**config.mk**
```make
export PLATFORM = sky130hd
export DESIGN_NAME = fifo_wr_arb
export DESIGN_NICKNAME = d
export VERILOG_FILES = /design/src/rtl/fifo_arb_pkg.sv /design/src/rtl/rr_pick.sv /design/src/rtl/fifo_wr_arb.sv
export SDC_FILE = /design/constraint.sdc
export NUM_CORES = 1
export LEC_CHECK = 0
export CAP_MARGIN = 5
export CORE_MARGIN = 2
export CORE_UTILIZATION = 25
export DETAILED_ROUTE_END_ITERATION = 16
export PLACE_DENSITY = 0.66
export SKIP_LAST_GASP = 1
export SLEW_MARGIN = 10
export SYNTH_ARGS = -nofsm -noshare
export SYNTH_HDL_FRONTEND = slang
export SYNTH_SLANG_ARGS = --single-unit
```
**constraint.sdc**
```tcl
create_clock -name i_clk -period 2.75 [get_ports i_clk]
set_input_delay 0.4125 -clock i_clk [delete_from_list [all_inputs] [get_ports i_clk]]
set_output_delay 0.4125 -clock i_clk [all_outputs]
set_load 0.05 [all_outputs]
```
**src/rtl/fifo_arb_pkg.sv**
```systemverilog
// Shared types and helpers for the FIFO write-side arbiter.
package fifo_arb_pkg;

    typedef enum logic {
        ARB_IDLE  = 1'b0,
        ARB_BURST = 1'b1
    } arb_state_t;

    // Supports up to 32 requesters; an all-zero vector maps to index 0.
    function automatic int unsigned onehot_to_idx(input logic [31:0] oh);
        int unsigned idx;
        idx = 0;
        for (int i = 0; i < 32; i++) begin
            if (oh[i]) idx = i;
        end
        return idx;
    endfunction

endpackage

```
**src/rtl/rr_pick.sv**
```systemverilog
// Round-robin picker: first set request at or after ptr, wrapping modulo N.
// Purely combinational; no latency, no backpressure.
// Assumes ptr < N.
module rr_pick #(
    parameter int N = 4
) (
    input  logic [N-1:0]         req,
    input  logic [$clog2(N)-1:0] ptr,
    output logic [N-1:0]         pick,
    output logic                 pick_vld
);
    localparam int PW = $clog2(N);

    logic [N-1:0] rot;
    logic [N-1:0] lowest;

    always_comb begin
        rot = '0;
        for (int i = 0; i < N; i++) begin
            rot[i] = req[PW'((i + int'(ptr)) % N)];
        end
    end

    // Rotated so that ptr sits at bit 0; isolate the lowest set bit.
    assign lowest = rot & (~rot + N'(1));

    always_comb begin
        pick = '0;
        for (int k = 0; k < N; k++) begin
            pick[k] = lowest[PW'((k + N - int'(ptr)) % N)];
        end
    end

    assign pick_vld = |req;

endmodule

```
**src/rtl/fifo_wr_arb.sv**
```systemverilog
// Round-robin arbiter sharing one FIFO write port; grant locked per burst (max MAX_BURST beats).
// Latency: 1 idle arbitration cycle per burst, then 1 beat/cycle with combinational write path.
// Backpressure: ready of the granted requester follows ~i_fifo_full; grant held through stalls.
module fifo_wr_arb #(
    parameter int NUM_REQ   = 4,
    parameter int WIDTH     = 16,
    parameter int MAX_BURST = 8
) (
    input  logic                     i_clk,
    input  logic                     i_rst_n,
    input  logic [NUM_REQ-1:0]       i_req_valid,
    input  logic [NUM_REQ*WIDTH-1:0] i_req_data,
    input  logic [NUM_REQ-1:0]       i_req_last,
    output logic [NUM_REQ-1:0]       o_req_ready,
    input  logic                     i_fifo_full,
    output logic                     o_fifo_wr,
    output logic [WIDTH-1:0]         o_fifo_wdata,
    output logic [NUM_REQ-1:0]       o_grant,
    output logic                     o_busy
);
    import fifo_arb_pkg::*;

    localparam int IW = $clog2(NUM_REQ);
    localparam int CW = $clog2(MAX_BURST + 1);

    arb_state_t         state, state_nxt;
    logic [NUM_REQ-1:0] grant_nxt;
    logic [NUM_REQ-1:0] pick;
    logic               pick_vld;
    logic [IW-1:0]      rr_ptr, ptr_nxt, g_idx;
    logic [CW-1:0]      beat_cnt, cnt_nxt;
    logic               busy, g_valid, g_last, beat, burst_end;

    rr_pick #(.N(NUM_REQ)) u_pick (
        .req      (i_req_valid),
        .ptr      (rr_ptr),
        .pick     (pick),
        .pick_vld (pick_vld)
    );

    assign busy      = (state == ARB_BURST);
    assign g_valid   = |(i_req_valid & o_grant);
    assign g_last    = |(i_req_last & o_grant);
    assign beat      = busy & g_valid & ~i_fifo_full;
    assign burst_end = beat & (g_last | (beat_cnt == CW'(MAX_BURST - 1)));
    assign g_idx     = IW'(onehot_to_idx(32'(o_grant)));

    assign o_req_ready = (busy & ~i_fifo_full) ? o_grant : '0;
    assign o_fifo_wr   = beat;
    assign o_busy      = busy;

    // Grant is one-hot in BURST and zero in IDLE, so the OR-mux reads 0 when idle.
    always_comb begin
        o_fifo_wdata = '0;
        for (int k = 0; k < NUM_REQ; k++) begin
            if (o_grant[k]) o_fifo_wdata = i_req_data[k*WIDTH +: WIDTH];
        end
    end

    always_comb begin
        state_nxt = state;
        grant_nxt = o_grant;
        ptr_nxt   = rr_ptr;
        cnt_nxt   = beat_cnt;
        case (state)
            ARB_IDLE: begin
                if (pick_vld) begin
                    state_nxt = ARB_BURST;
                    grant_nxt = pick;
                    cnt_nxt   = '0;
                end
            end
            ARB_BURST: begin
                if (burst_end) begin
                    state_nxt = ARB_IDLE;
                    grant_nxt = '0;
                    cnt_nxt   = '0;
                    ptr_nxt   = (g_idx == IW'(NUM_REQ - 1)) ? '0 : g_idx + IW'(1);
                end else if (beat) begin
                    cnt_nxt = beat_cnt + CW'(1);
                end
            end
            default: begin
                state_nxt = ARB_IDLE;
                grant_nxt = '0;
            end
        endcase
    end

    always_ff @(posedge i_clk or negedge i_rst_n) begin
        if (!i_rst_n) begin
            state    <= ARB_IDLE;
            o_grant  <= '0;
            rr_ptr   <= '0;
            beat_cnt <= '0;
        end else begin
            state    <= state_nxt;
            o_grant  <= grant_nxt;
            rr_ptr   <= ptr_nxt;
            beat_cnt <= cnt_nxt;
        end
    end

endmodule
```
==> results.toml <==
[setup_path]
start_kind = "input port"
path_common_cell = "clkdlybuf4s50_1"
crit_path_max_incr_delay_ps = 790
endpoint_kind = "output pin"
worst-setup-path-type = "in -> out"
required_ps = 2340
slowest_stage = "clkdlybuf4s50_1"
r2r_setup_slack_ps = 790
r2r_start = "o_grant[3]$_DFFE_PN0P_"
r2r-end = "rr_ptr[0]$_DFFE_PN0P_"
worstRegToRegCells = 5
arrival_ps = 1890
path_max_fanout = 3
path_cells = "clkdlybuf4s50_1 > nor2_1 > and2_1 > clkdlybuf4s50_1"

[place]
io_buffers = 100
dpl.cell_count = 296
place_area_um2 = 2480
dp_hpwl_mm = 3.61
globalplace.congestion = 0.822

[floorplanning]
rows = 24
initial_core_util = 0.263
dieWidth_um = 72.2
fp.coreArea_um2 = 4410
die-area_um2 = 5210
die_h_um = 72.2
ios = 101

[global_routing]
grt_pass1_vias = 1421
grt_max_degree = 32
grt.total_usage = 0.172
overflow = 0
grt_first_pass_wirelength_mm = 7.26
antenna_found_initial = 0

[finish]
antenna_cells = 0
fillers = 396
finish.utilization = 0.573
final_cells = 300
area_growth_pct = 118
layout.nets = 325
drive_gt1_frac = 0.206
final_cell_area_um2 = 2530

[pwr]
ir_drop_uv = 288
p_leak_nw = 0.989
power_density_nw_per_um2 = 245

[detailed_routing]
vias = 1556
drc = 0
dr.pass1.iters = 4
viasPerCell = 5.19
ant_nets = 0
drt-initial-drc-count = 84
wl_mm = 4.68
wl_per_cell_um = 15.6

[yosys]
async_flop_share = 1.00
synthFlopType = "dfrtp_1"
yosys_warnings = 0
ys_seq_elements = 11
ys_seq_area_frac = 0.237
syn_avg_cell_area_um2 = 7.65
netlist_area_um2 = 1160
ys_types = 37
synth_enable_flop_cells = 0
synthCells = 152
syn-num-nets = 228

[sta]
whs_ps = 524
hold_viol_final = 0
tightest_slew_ps = 530
drv_slew = 0
setup_violations = 0
max-slew-margin-rel = 0.646
final.period_utilization = 0.836
setup_tns_ps = 0
rsz0062_at_grt = "false"
min_period_ps = 2300
fmax_mhz = 435
clock_skew_ps = 1.94

[clocking]
clk_pin_slew_ps = 50
cts_hold_buf = 0
cts_resized = 0
cts_sinks = 11
numCtsBuffers = 3
postCtsSetupBuffers = 0
clk_latency_ps = 240
clock_path_buffers = 2
htree_levels = 1
cts_tree = "done"
ctsRootBufferMaster = "clkbuf_8"

[worst_hold_path]
hold_path_class = "in -> async"

[job]
max_cap_viol_count = 0

[run_status]
outcome = "complete, no violations"
[logic make-up (layout without fill, tap and decap cells)]
logic type	after synthesis	count (layout)	share of synthesized area
AO/OA/AOI/OAI	59	59	0.408
AND/OR/NAND/NOR	58	58	0.221
buffers and inverters	19	115	0.0872
flip-flops	11	11	0.237
XOR/XNOR	2	2	0.0151
multiplexers	2	2	0.0215
adder cells (fa/ha/maj)	1	1	0.0108
[final cells by class]
type                            instances  area [µm²]  area share
Clock buffer                            4        45.0      0.0178
Inverter                                5        18.8     0.00742
Timing Repair Buffer                  106        1260       0.498
Sequential cell                        11         275       0.109
Tap cell                               52        65.1      0.0257
Multi-Input combinational cell        122         866       0.342
[cells in the final DEF, fill, tap and decap left out, types with 3 or more instances in the layout]
cell	count
clkdlybuf4s50_1	80
nand2_1	22
nor2_1	21
buf_12	21
a221oi_1	16
o31ai_2	16
dfrtp_1	11
a21oi_1	7
and2_1	5
o22ai_1	5
buf_4	5
inv_1	4
clkbuf_8	3
[metal layers]
layer / share of wire / track usage
met2: 0.48 / 0.284
met5: 0 / 0
met4: 0 / 0.0252
met3: 0.10 / 0.0292
met1: 0.42 / 0.241
[critical path: cells and delay by family]
family                 cells  cell delay (ps)
AND/OR/NAND/NOR            2              270
buffers and inverters      2             1200
[sequential cells by signal, summed over array words and instances (netlist names)]
register  flops
beat_cnt      4
o_busy        1
o_grant       4
rr_ptr        2
[report_power, final]
| part | total [mW] | internal, mW | switching (mW) |
|---|---|---|---|
| Sequential | 0.187 | 0.174 | 0.0134 |
| Combinational | 0.267 | 0.160 | 0.107 |
| Clock | 0.165 | 0.102 | 0.0625 |
[cell usage after synthesis, types with 2 or more instances]
| library cell | n | area, µm² |
|---|---|---|
| xor2_1 | 2 | 17.5 |
| o21ai_0 | 2 | 10.0 |
| and2_1 | 5 | 31.3 |
| clkbuf_1 | 7 | 26.3 |
| and3_1 | 2 | 12.5 |
| buf_2 | 3 | 15.0 |
| a22oi_2 | 2 | 25.0 |
| a32o_1 | 2 | 20.0 |
| nand2_1 | 22 | 82.6 |
| nor2_1 | 21 | 78.8 |
| o31ai_1 | 16 | 120 |
| o22ai_1 | 5 | 31.3 |
| inv_1 | 4 | 15.0 |
| buf_6 | 3 | 33.8 |
| a21oi_1 | 7 | 35.0 |
| dfrtp_1 | 11 | 275 |
| a211oi_1 | 2 | 15.0 |
| a221oi_1 | 16 | 140 |
| nand3_1 | 2 | 10.0 |
[worst max path at each step]
stage / to / slack (ps) / from / cells after the start
2_1_floorplan: o_fifo_wdata[6] / 280 / o_grant[2]$_DFFE_PN0P_ / 4
3_3_place_gp: o_req_ready[1] / 470 / i_fifo_full / 4
3_5_place_dp: o_req_ready[0] / 440 / i_fifo_full / 4
4_1_cts: o_req_ready[0] / 440 / i_fifo_full / 4
5_1_grt: o_req_ready[0] / 340 / o_busy$_DFF_PN0_ / 4
6_report: o_req_ready[0] / 450 / i_fifo_full / 4
[per-stage QoR]
stage	setup slack, ps	power [mW]
after floorplan	284	0.281
after global placement	466	0.455
after detailed placement	440	0.457
after CTS	441	0.621
after global routing	336	0.655
final	450	0.619
No activity file was read; power rests on OpenSTA's default activity.
